$ cat config.mk
export PLATFORM = sky130hd
export DESIGN_NAME = seg_disp_arbiter_flat
export DESIGN_NICKNAME = d
export VERILOG_FILES = /design/src/rtl/seg_disp_pkg.sv /design/src/rtl/seg_disp_arbiter_if.sv /design/src/rtl/seg_rr_pick.sv /design/src/rtl/seg_disp_arbiter.sv /design/src/flat_wrapper.sv
export SDC_FILE = /design/constraint.sdc
export NUM_CORES = 1
export LEC_CHECK = 0
export BUFFER_PORTS_ARGS = -buffer_cell sky130_fd_sc_hd__buf_2
export CAP_MARGIN = 20
export CORE_MARGIN = 5
export CORE_UTILIZATION = 40
export DETAILED_ROUTE_END_ITERATION = 8
export GPL_TIMING_DRIVEN = 0
export PLACE_DENSITY = 0.61
export SLEW_MARGIN = 40
export SYNTH_ARGS = -nofsm -noshare
export SYNTH_HDL_FRONTEND = slang
export SYNTH_SLANG_ARGS = --single-unit
$ cat constraint.sdc
create_clock -name clk -period 3.2 [get_ports clk]
set_input_delay 0.64 -clock clk [delete_from_list [all_inputs] [get_ports clk]]
set_output_delay 0.64 -clock clk [all_outputs]
set_load 0.01 [all_outputs]
$ cat src/rtl/seg_disp_pkg.sv
// seg_disp_pkg: shared types and constants for the seven-segment display arbiter.
package seg_disp_pkg;
   typedef enum logic {IDLE, OWN} state_t;
   localparam logic [15:0] IDLE_WORD_DEF = 16'hFFFF;
   function automatic int idx_w(input int n);
      return n < 2 ? 1 : $clog2(n);
   endfunction
endpackage

$ cat src/rtl/seg_disp_arbiter_if.sv
// seg_disp_arbiter_if: request/grant/data bundle between applications and the arbiter.
interface seg_disp_arbiter_if import seg_disp_pkg::*; #(
   parameter int N_REQ = 4
);
   logic [N_REQ-1:0]        req;
   logic [16*N_REQ-1:0]     req_data;
   logic [N_REQ-1:0]        gnt;
   logic [idx_w(N_REQ)-1:0] owner;
   logic [15:0]             disp_data;
   logic                    disp_busy;
   modport master (output req, req_data, input gnt, owner, disp_data, disp_busy);
   modport slave  (input req, req_data, output gnt, owner, disp_data, disp_busy);
endinterface

$ cat src/rtl/seg_rr_pick.sv
// seg_rr_pick: combinational round-robin finder starting just after last.
module seg_rr_pick import seg_disp_pkg::*; #(
   parameter int N_REQ = 4,
   localparam int W = idx_w(N_REQ)
) (
   input  logic [N_REQ-1:0] cand,
   input  logic [W-1:0]     last,
   output logic [W-1:0]     pick,
   output logic             found
);
   always_comb begin
      pick = '0;
      found = 1'b0;
      for (int k = 1; k <= N_REQ; k++) begin
         if (!found && cand[(int'(last) + k) % N_REQ]) begin
            found = 1'b1;
            pick = W'((int'(last) + k) % N_REQ);
         end
      end
   end
endmodule

$ cat src/rtl/seg_disp_arbiter.sv
// seg_disp_arbiter: round-robin owner of the 4-digit display with minimum hold time,
// forwarding the owner's hex word to the scan driver.
module seg_disp_arbiter import seg_disp_pkg::*; #(
   parameter int          N_REQ       = 4,
   parameter int          HOLD_CYCLES = 50_000_000,
   parameter logic [15:0] IDLE_WORD   = IDLE_WORD_DEF
) (
   input logic               clk,
   input logic               rst,
   seg_disp_arbiter_if.slave bus
);
   localparam int W  = idx_w(N_REQ);
   localparam int CW = $clog2(HOLD_CYCLES + 1);
   state_t           state, state_n;
   logic [CW-1:0]    cnt, cnt_n;
   logic [W-1:0]     owner, owner_n, last, last_n, pick;
   logic [N_REQ-1:0] gnt, gnt_n, cand;
   logic [15:0]      data, data_n;
   logic             found, release_e, grant_e;
   // while owning, gnt is exactly the owner's bit, so it doubles as the handover mask
   assign cand = state == OWN ? bus.req & ~gnt : bus.req;
   seg_rr_pick #(.N_REQ(N_REQ)) u_pick (.cand(cand), .last(last), .pick(pick), .found(found));
   always_comb begin
      release_e = state == OWN && !bus.req[owner];
      grant_e = found && (state == IDLE || release_e || cnt == '0);
      state_n = state;
      cnt_n = cnt == '0 ? '0 : cnt - 1'b1;
      owner_n = owner;
      last_n = last;
      gnt_n = gnt;
      data_n = state == OWN ? bus.req_data[16*int'(owner) +: 16] : IDLE_WORD;
      if (grant_e) begin
         state_n = OWN;
         cnt_n = CW'(HOLD_CYCLES - 1);
         owner_n = pick;
         last_n = pick;
         gnt_n = N_REQ'(1) << pick;
         data_n = bus.req_data[16*int'(pick) +: 16];
      end else if (release_e) begin
         state_n = IDLE;
         cnt_n = '0;
         owner_n = '0;
         gnt_n = '0;
         data_n = IDLE_WORD;
      end
   end
   always_ff @(posedge clk or posedge rst) begin
      if (rst) begin
         state <= IDLE;
         cnt <= '0;
         owner <= '0;
         last <= W'(N_REQ - 1);
         gnt <= '0;
         data <= IDLE_WORD;
      end else begin
         state <= state_n;
         cnt <= cnt_n;
         owner <= owner_n;
         last <= last_n;
         gnt <= gnt_n;
         data <= data_n;
      end
   end
   assign bus.gnt = gnt;
   assign bus.owner = owner;
   assign bus.disp_data = data;
   assign bus.disp_busy = |gnt;
endmodule

$ cat src/flat_wrapper.sv
// flat-port wrapper written by rule: the top's interface ports become plain ports
module seg_disp_arbiter_flat import seg_disp_pkg::*;
#(
   parameter int          N_REQ       = 4,
   parameter int          HOLD_CYCLES = 50_000_000,
   parameter logic [15:0] IDLE_WORD   = IDLE_WORD_DEF
)
  (clk, rst, bus_req, bus_req_data, bus_gnt, bus_owner, bus_disp_data, bus_disp_busy);
  seg_disp_arbiter_if #(.N_REQ(N_REQ)) bus_i ();
  input logic clk;
  input logic rst;
  input wire logic [$bits(bus_i.req)-1:0] bus_req;
  input wire logic [$bits(bus_i.req_data)-1:0] bus_req_data;
  output wire logic [$bits(bus_i.gnt)-1:0] bus_gnt;
  output wire logic [$bits(bus_i.owner)-1:0] bus_owner;
  output wire logic [$bits(bus_i.disp_data)-1:0] bus_disp_data;
  output wire logic [$bits(bus_i.disp_busy)-1:0] bus_disp_busy;
  assign bus_i.req = bus_req;
  assign bus_i.req_data = bus_req_data;
  assign bus_gnt = bus_i.gnt;
  assign bus_owner = bus_i.owner;
  assign bus_disp_data = bus_i.disp_data;
  assign bus_disp_busy = bus_i.disp_busy;
  seg_disp_arbiter #(.N_REQ(N_REQ), .HOLD_CYCLES(HOLD_CYCLES), .IDLE_WORD(IDLE_WORD)) u_core (.clk(clk), .rst(rst), .bus(bus_i));
endmodule
After elaboration in Yosys (flattened, before gate mapping)
Index checks and enable logic that the tools add are counted.
{"block": "op_classes", "n_addsub": 5, "div": 0, "n_eq_ne": 0, "magnitude_cmp": 5, "n_mux": 35, "bitwise": 7, "n_shift": 3, "mul": 0, "reduce_logical": 18}
{"cell": "indexed part select 64 x 7 -> 16 bit", "count": 2}
{"cell": "two-way mux 26 bit", "count": 3}
{"cell": "two-way mux 16 bit", "count": 3}
{"cell": "logical NOT 26 bit", "count": 1}
{"cell": "subtractor 26 x 1 -> 26 bit (second input constant)", "count": 1}
{"cell": "< comparator 3 x 4 -> 1 bit (second input constant)", "count": 4}
{"cell": "two-way mux 1 bit", "count": 15}
{"cell": "two-way mux 2 bit", "count": 6}
{"cell": "two-way mux 4 bit", "count": 3}
{"cell": "binary-select mux 1 bit (select 2 bit)", "count": 5}
{"cell": "OR reduction 2 bit", "count": 4}
{"cell": "logical AND 1 bit", "count": 5}
{"cell": "adder 2 x 1 -> 2 bit (second input constant)", "count": 2}
{"cell": "adder 2 bit (second input constant)", "count": 2}
{"cell": "AND 1 bit (first input constant)", "count": 4}
{"cell": "AND 4 bit", "count": 1}
{"cell": "logical NOT 1 bit", "count": 4}
{"cell": "inverter 4 bit", "count": 1}
{"cell": "OR reduction 4 bit", "count": 1}
{"cell": "<< shifter 1 x 2 -> 4 bit (first input constant)", "count": 1}
{"cell": "< comparator 2 x 3 -> 1 bit (second input constant)", "count": 1}
{"cell": "logical OR 1 bit", "count": 2}
{"cell": "nonzero test 2 bit", "count": 1}
{"cell": "inverter 1 bit", "count": 1}
{"block": "totals", "n_memories": 0, "latchBits": 0, "ramBits": 0, "inputBits": 70, "register_bits": 51, "wordCells": 79, "mem_bits_ro": 0, "output_inout_bits": 23}

Logic depth before layout (Yosys ltp)
Gate-level depths: netlist (run 1).
{"block": "logic_depth", "word_depth": 18, "depth_mapped": 9}

Cells and area by module
Synthesis (run 1) repeated with hierarchy kept, for this count alone.
{"block": "unflattened", "hier_cells": 295, "hier_area_um2": 3405.8}
{"module": "seg_disp_arbiter", "n_inst": 1, "area_per_inst_um2": 3314.4, "cells_per_inst": 281}
{"module": "seg_rr_pick", "n_inst": 1, "area_per_inst_um2": 91.3, "cells_per_inst": 14}

Worst setup path before layout (run 1)
No wires, ideal clock.
{"block": "synth_path", "path_type": "flip-flop to flip-flop", "start": "register u_core.last[0]", "end": "register u_core.data[10] (netlist: u_core.bus.disp_data[10])", "required_ps": 3127, "path_stages_with_launch": 9, "setup_slack_ps": 495, "setup_ps": 73, "path_buffers": 2, "t_arrival_ps": 2632, "cell_sequence": "dfstp_2 > buf_2 > mux2_2 > a21oi_1 > o21ai_1 > a221oi_2 > buf_2 > mux2_2 > a21oi_1"}
{"block": "synth_via", "elab_chain_cells": 16, "elab_cells_between_ends": 33, "classes_between": "4 x add/sub; 1 x shift; 21 x mux; 7 x reduce/logical"}
{"item": "start: declaration", "line_no": "seg_disp_arbiter.sv:16", "source": "logic [W-1:0] owner, owner_n, last, last_n, pick;"}
{"item": "start signal: assignment", "line_no": "seg_disp_arbiter.sv:52", "source": "last <= W'(N_REQ - 1);"}
{"item": "start signal: assignment", "line_no": "seg_disp_arbiter.sv:59", "source": "last <= last_n;"}
{"item": "adder 2 x 1 -> 2 bit", "line_no": "seg_rr_pick.sv:15, seg_rr_pick.sv:17"}
{"item": "binary-select mux 1 bit (select 2 bit)", "line_no": "seg_rr_pick.sv:15", "source": "if (!found && cand[(int'(last) + k) % N_REQ]) begin"}
{"item": "two-way mux 1 bit (implied by the code) (2 in a row)", "line_no": "seg_rr_pick.sv:15"}
{"item": "two-way mux 1 bit", "line_no": "seg_rr_pick.sv:15"}
{"item": "logical NOT 1 bit", "line_no": "seg_rr_pick.sv:15"}
{"item": "logical AND 1 bit", "line_no": "seg_rr_pick.sv:15"}
{"item": "two-way mux 1 bit", "line_no": "seg_rr_pick.sv:15"}
{"item": "logical NOT 1 bit", "line_no": "seg_rr_pick.sv:15"}
{"item": "logical AND 1 bit", "line_no": "seg_rr_pick.sv:15"}
{"item": "two-way mux 1 bit", "line_no": "seg_rr_pick.sv:15"}
{"item": "logical NOT 1 bit", "line_no": "seg_rr_pick.sv:15"}
{"item": "logical AND 1 bit", "line_no": "seg_rr_pick.sv:15"}
{"item": "two-way mux 2 bit or two-way mux 1 bit (tied branches)", "line_no": "seg_rr_pick.sv:15"}
{"item": "indexed part select 64 x 7 -> 16 bit or logical AND 1 bit (tied branches)", "line_no": "seg_disp_arbiter.sv:38, seg_disp_arbiter.sv:25"}
{"item": "two-way mux 16 bit (*)", "line_no": "seg_disp_arbiter.sv:32", "source": "if (grant_e) begin"}
{"item": "net u_core.data_n[10]", "line_no": "seg_disp_arbiter.sv:18", "source": "logic [15:0] data, data_n;"}
{"item": "end signal: assignment", "line_no": "seg_disp_arbiter.sv:61", "source": "data <= data_n;"}
{"item": "end: declaration", "line_no": "seg_disp_arbiter.sv:18"}
Mark *: on every way through the listed nets, which the timed path passes. The rest lies on a longest branch. The select of a mux whose other input is x is not followed.
A chain may end at the register's enable or synchronous reset.

Worst setup path in the final report (run 1)
{"block": "layout_path", "start": "register u_core.last[0]", "end": "register u_core.data[13] (netlist: u_core.bus.disp_data[13])"}
The elaborated chain is that of the path after synthesis.

==> summary.md, run 1 <==
| Metric | Value |
|---|---|
| Status | `finished, final reports clean` |
| First-pass GRT wire length | `14,600 um` |
| 1st-iter DRT viols | `142` |
| Register area share after synthesis | `38.3%` |
| Synth area leader | `dfrtp_1` |
| Multi-input logic area | `1990 um2` |
| Synthesized net count | `390` |
| EDFF count, synth | `0` |
| Number of global-route vias before repair | `3,047` |
| Post-Route WL | `8870 um` |
| Row count | `33` |
| Synth cell types | `44` |
| Ports | `93` |
| Clk_skew | `17.4 ps` |
| Fill cells | `809` |
| Storage element area | `1300 um2` |
| GRT Total Usage | `17.6%` |
| Post-CTS setup buffer count | `0` |
| Port Buffer Count | `92` |
| Mean Syn Cell Area | `10.7 um2` |
| Arrival @ worst endpoint | `3270 ps` |
| # setup viols final | `0` |
| Worst slew margin | `57.4%` |
| Maximum fanout along the worst path | `10` |
| DR vias/cell | `5.60` |
| Antenna Nets Post-Route | `0` |
| WL/cell | `16.9 um` |
| Critical path type | `flip-flop to flip-flop` |
| ANT cells | `0` |
| Synthesized area | `3390 um2` |
| Largest net degree at the start of global routing | `44` |
| Worst-case clock buffer depth | `2` |
| Non-filler cells, final | `524` |
| DIE HEIGHT | `102 um` |
| Max-cap viol count | `0` |
| Area delta synth->final | `21.4%` |
| Critical Path Sink Type | `flip-flop` |
| Cts hold-fix bufs | `0` |
| Die X | `102 um` |
| Core area | `8260 um2` |
| Total global routing overflow | `0` |
| Final Util | `49.9%` |
| Clock sinks | `51` |
| Leak | `0.00177 uW` |
| Clk Latency, worst-skew pair | `310 ps` |
| Vias after detailed routing | `2,937` |
| Post-synth ARST share | `100%` |
| Startpoint class of the critical path | `flip-flop` |
| Gpl congestion | `0.794` |
| PnR Total Power | `3670 uW` |
| Dpl cells | `516` |
| Share of layout cells above drive strength 1 | `39.4%` |
| Post-cts resize count | `1` |
| H-tree Lvls | `2` |
| Top cell type's share of synthesized area | `24.4%` |
| Yosys warns | `0` |
| Fmax | `0.327 GHz` |
| Cells after synthesis | `318` |
| Residual DRC | `0` |
| HPWL Detailed | `6620 um` |
| Fin crit period | `3060 ps` |
| CTS tree | `yes` |
| Die area | `10,400 um2` |
| Period utilization | `95.5%` |
| Total iterations of the first detailed-routing run | `4` |
| Unrepaired setup endpoints after global routing | `false` |
| TritonCTS Buffers | `5` |
| Worst hold path type | `primary input to asynchronous set/reset pin` |
| Clk slew on worst S/H paths | `100 ps` |
| #FFs+latches synth | `51` |
| Power per cell area | `890 nW/um2` |
| Slew @ Worst Pin | `635 ps` |
| Main synth FF type | `dfrtp_1` |
| Slew Limit Fails | `0` |
| Initial antenna violation count | `0` |
| Synth top area cells | `dfrtp_1 24%, dfstp_2 14%, mux4_2 11%` |
| Clk root buf | `clkbuf_8` |
| CP required | `3420 ps` |
| Fin. Hold Viols | `0` |
| Starting Density | `41.1%` |
| Nets | `490` |
| VDD IR max | `0.447 mV` |
layer usage:
layer  wire length, um  track usage, %  up-vias
li1                  -               -     1390
met1              3770            22.3     1426
met2              4310            28.9      109
met3               623            5.32       12
met4               166            6.05        0
met5                 0               0        -
critical path, stage by stage (launching register included):
cell	delay (ps)
dfstp_2	520
buf_2	180
mux2_2	370
a21oi_1	270
o21ai_1	160
a221oi_4	500
buf_2	390
mux2_1	350
a21oi_1	210
area by class of cell:
cell class                      instances  area share (%)
Buffer                                 20            2.16
Multi-Input combinational cell        240            48.3
Clock inverter                          3           0.547
Inverter                                7           0.699
Tap cell                              105            3.19
Timing Repair Buffer                   93            11.9
Sequential cell                        51            31.5
Clock buffer                            5            1.67
synthesized netlist by cell type, drive strengths merged (2+ instances only):
cell and n:
a21o 5, a21oi 23, a221oi 2, a22o 5, and2 2, buf 9, clkbuf 11, dfrtp 33
dfstp 18, ha 2, inv 7, mux2 18, mux2i 33, mux4 17, nand2 11, nand2b 4
nand3 6, nor2 13, nor3 25, nor4 5, o21ai 22, or3 4, or4 7, xnor2 17
xor2 6
power breakdown:
group	internal [uW]	switching (uW)	total [uW]	leakage, uW
registers	972	169	1140	0.000585
clock network	159	236	394	0.0000489
logic	965	1170	2130	0.00114
total	2100	1570	3670	0.00177
flip-flops by register name (all words and copies together) (netlist names):
signal,flops
u_core.last,2
u_core.bus.disp_data,16
u_core.cnt,26
u_core.bus.owner,2
u_core.state,1
u_core.bus.gnt,4
placed cells by master, fill, tap and decap left out, types with 9 or more instances in the layout:
cell and count:
buf_2 101, mux2i_1 33, dfrtp_1 33, nor3_1 25, a21oi_1 23, dfstp_2 18
mux4_2 17, xnor2_1 17, nor2_1 13, o21ai_0 12, nand2_1 11, mux2_2 10
clkbuf_1 9
kinds of logic after synthesis:
| group | synth area share [%] |
|---|---|
| compound gates | 11.4 |
| mux | 27.0 |
| buf+inv | 3.32 |
| flops | 38.3 |
| fa+ha+maj | 0.738 |
| xor+xnor | 5.94 |
| simple gates | 13.3 |
path summary, 6_finish.rpt:
check | slack [ps] | end | depth (start not counted) | start
setup / recovery | 140 | u_core.bus.disp_data[13] | 8 | u_core.last[0]
hold / removal | 210 | u_core.cnt[12] | 2 | rst
setup reg to reg | 140 | u_core.bus.disp_data[13] | 8 | u_core.last[0]
hold reg to reg | 540 | u_core.cnt[0] | 1 | u_core.cnt[0]
max in group asynchronous | 2490 | u_core.bus.disp_data[11] | 3 | rst
min in group clk | 540 | u_core.cnt[0] | 1 | u_core.cnt[0]
per-stage QoR:
stage	setup slack (ps)	setup TNS (ps)	cell area, um2	hold WS [ps]
2_1_floorplan	495	0	3390	477
3_3_place_gp	-42.1	-64.5	3980	509
3_5_place_dp	-55.2	-90.7	4010	518
4_1_cts	137	0	4120	207
5_1_grt	24.4	0	4120	211
6_report	145	0	4120	212
No activity file was read; power rests on OpenSTA's default activity.
==> run 2, diff against run 1 <==
--- a/config.mk
+++ b/config.mk
@@ -8,10 +8,10 @@
 export BUFFER_PORTS_ARGS = -buffer_cell sky130_fd_sc_hd__buf_2
 export CAP_MARGIN = 20
 export CORE_MARGIN = 5
-export CORE_UTILIZATION = 40
+export CORE_UTILIZATION = 53
 export DETAILED_ROUTE_END_ITERATION = 8
 export GPL_TIMING_DRIVEN = 0
-export PLACE_DENSITY = 0.61
+export PLACE_DENSITY = 0.78
 export SLEW_MARGIN = 40
 export SYNTH_ARGS = -nofsm -noshare
 export SYNTH_HDL_FRONTEND = slang
==> summary.md, run 2 (synthesis gave the netlist of run 1 again) <==
| Metric | Value |
|---|---|
| Fin. Hold Viols | `0 (unchanged)` |
| Setup TNS | `0 ps (unchanged)` |
| Commonest cells after routing, fill and taps aside | `101 x buf_2, 33 x mux2i_1, 33 x dfrtp_1 (unchanged)` |
| Largest net degree at the start of global routing | `36 (was 44)` |
| Final Util | `65.6% (was 49.9%)` |
| Post-cts resize count | `0 (was 1)` |
| Status | `finished, final reports clean (unchanged)` |
| Nets | `491 (was 490)` |
| R2R setup slack | `210 ps (was 140 ps)` |
| Cts hold-fix bufs | `0 (unchanged)` |
| Most flops, register | `u_core.cnt (unchanged)` |
| Period utilization | `93.4% (was 95.5%)` |
| Vias after detailed routing | `2,963 (was 2,937)` |
| Startpoint class of the critical path | `flip-flop (unchanged)` |
| Arrival @ worst endpoint | `3230 ps (was 3270 ps)` |
| Port Buffer Count | `92 (unchanged)` |
| Maximum fanout along the worst path | `10 (unchanged)` |
| Total iterations of the first detailed-routing run | `4 (unchanged)` |
| Slowest cell delay on critical path | `520 ps (about the same)` |
| Clk root buf | `clkbuf_8 (unchanged)` |
| Slew @ Worst Pin | `585 ps (was 635 ps)` |
| Slew Limit Fails | `0 (unchanged)` |
| Starting Density | `54.0% (was 41.1%)` |
| CTS tree | `yes (unchanged)` |
| Leak | `0.00178 uW (was 0.00177 uW)` |
| Clock sinks | `51 (unchanged)` |
| Post-CTS setup buffer count | `0 (unchanged)` |
| TritonCTS Buffers | `5 (unchanged)` |
| CP max-delay cell | `dfstp_2 (unchanged)` |
| Post-Route WL | `8670 um (was 8870 um)` |
| Most common cell after layout, fill and taps aside | `buf_2 (unchanged)` |
| Net Sw Frac | `40.9% (was 42.8%)` |
| Clk_skew | `10.4 ps (was 17.4 ps)` |
| Ports | `93 (unchanged)` |
| Total global routing overflow | `0 (unchanged)` |
| Hold Slack | `252 ps (was 212 ps)` |
| Max-cap viol count | `0 (unchanged)` |
| Clock Power Share | `13.1% (was 10.8%)` |
| WP buf/inv | `3 (was 2)` |
| Share of layout cells above drive strength 1 | `39.3% (was 39.4%)` |
| First-pass GRT wire length | `14,800 um (was 14,600 um)` |
| Worst slew margin | `61.0% (was 57.4%)` |
| Critical Path Sink Type | `flip-flop (unchanged)` |
| Clk Latency, worst-skew pair | `310 ps (about the same)` |
| Critical path type | `flip-flop to flip-flop (unchanged)` |
| Flop pwr share | `30.4% (was 31.1%)` |
| Logic pwr share | `56.4% (was 58.1%)` |
| Power per cell area | `916 nW/um2 (was 890 nW/um2)` |
| Cell chain of the critical path | `buf_2 > mux2_2 > a21oi_1 > o21ai_1 > a221oi_4 > buf_4 > buf_2 > mux2_1 > a21oi_1 (was buf_2 > mux2_2 > a21oi_1 > o21ai_1 > a221oi_4 > buf_2 > mux2_1 > a21oi_1)` |
| Internal Power | `2230 uW (was 2100 uW)` |
| Worst-case clock buffer depth | `2 (unchanged)` |
| Net Sw Power | `1540 uW (was 1570 uW)` |
| CP Launch Point | `u_core.last[0] (unchanged)` |
| Core area | `6280 um2 (was 8260 um2)` |
| Clk slew on worst S/H paths | `100 ps (about the same)` |
| Max FFs per register | `26 (unchanged)` |
| GRT Total Usage | `22.1% (was 17.6%)` |
| Fmax | `0.335 GHz (was 0.327 GHz)` |
| ANT cells | `0 (unchanged)` |
| Fill cells | `500 (was 809)` |
| CP delay by family, top | `compound AO/OA/AOI/OAI gates (unchanged)` |
| Fin crit period | `2990 ps (was 3060 ps)` |
| CP required | `3440 ps (was 3420 ps)` |
| Row count | `29 (was 33)` |
| Die area | `8100 um2 (was 10,400 um2)` |
| Initial antenna violation count | `0 (unchanged)` |
| 1st-iter DRT viols | `158 (was 142)` |
| Unrepaired setup endpoints after global routing | `false (unchanged)` |
| Die X | `90.0 um (was 102 um)` |
| # setup viols final | `0 (unchanged)` |
| WL/cell | `17.4 um (was 16.9 um)` |
| R2r startpoint | `u_core.last[0] (unchanged)` |
| Area delta synth->final | `21.5% (was 21.4%)` |
| DIE HEIGHT | `90.0 um (was 102 um)` |
| Number of global-route vias before repair | `3,215 (was 3,047)` |
| H-tree Lvls | `2 (unchanged)` |
| Residual DRC | `0 (unchanged)` |
| Gpl congestion | `0.906 (was 0.794)` |
| HPWL Detailed | `6640 um (was 6620 um)` |
| Worst hold path type | `primary input to asynchronous set/reset pin (unchanged)` |
| VDD IR max | `0.625 mV (was 0.447 mV)` |
| Antenna Nets Post-Route | `0 (unchanged)` |
| DR vias/cell | `5.96 (was 5.60)` |
[run 2: cell types whose count changed in the layout (fill, tap and decap cells not counted), sizes merged]
cell / delta
buf: +1
clkbuf: +2
inv: -2
clkinv: -1
bufinv: +1
[run 2: through the flow]
stage / cells / total power (uW) / area, um2 / setup WS, ps
final: 497 / 3770 / 4120 / 211
after global routing: 497 / 4040 / 4120 / 51.8
after CTS: 497 / 3760 / 4110 / 124
after detailed placement: 489 / 3250 / 3980 / 129
after global placement: 487 / 3180 / 3950 / 12.4
after floorplan: 318 / 2680 / 3390 / 495
[run 2: routing by layer]
metal	track usage (%)	up-vias	part of all wire, %
li1	-	1392	-
met1	27.7	1441	41
met2	37.5	112	50
met3	5.09	18	7.1
met4	7.32	0	1.6
met5	0	-	0
[run 2: power by group through the flow]
stage                     clock (uW)  sequential (uW)  combinational (uW)
final                            495             1150                2130
after floorplan                    0             1180                1500
after CTS                        500             1150                2110
after global placement             0             1150                2040
after detailed placement           0             1150                2090
after global routing             528             1180                2340
[run 2: layout make-up]
class | instances | area, um2 | area share, %
plain buffers | 20 | 88.8 | 2.16
clock buffers | 7 | 97.6 | 2.37
clock inverters | 1 | 30.0 | 0.729
inverters | 7 | 28.8 | 0.699
multi-input cells | 240 | 1990 | 48.3
flip-flops and latches | 51 | 1300 | 31.5
well taps | 77 | 96.3 | 2.34
repair buffers | 94 | 488 | 11.8
[run 2: final timing paths]
kind	end	cells past startpoint
worst max-delay path	u_core.bus.disp_data[13]	9
worst min-delay path	u_core.cnt[18]	2
worst max register to register	u_core.bus.disp_data[13]	9
worst min register to register	u_core.cnt[0]	1
max in group asynchronous	u_core.last[0]	3
min in group clk	u_core.cnt[0]	1
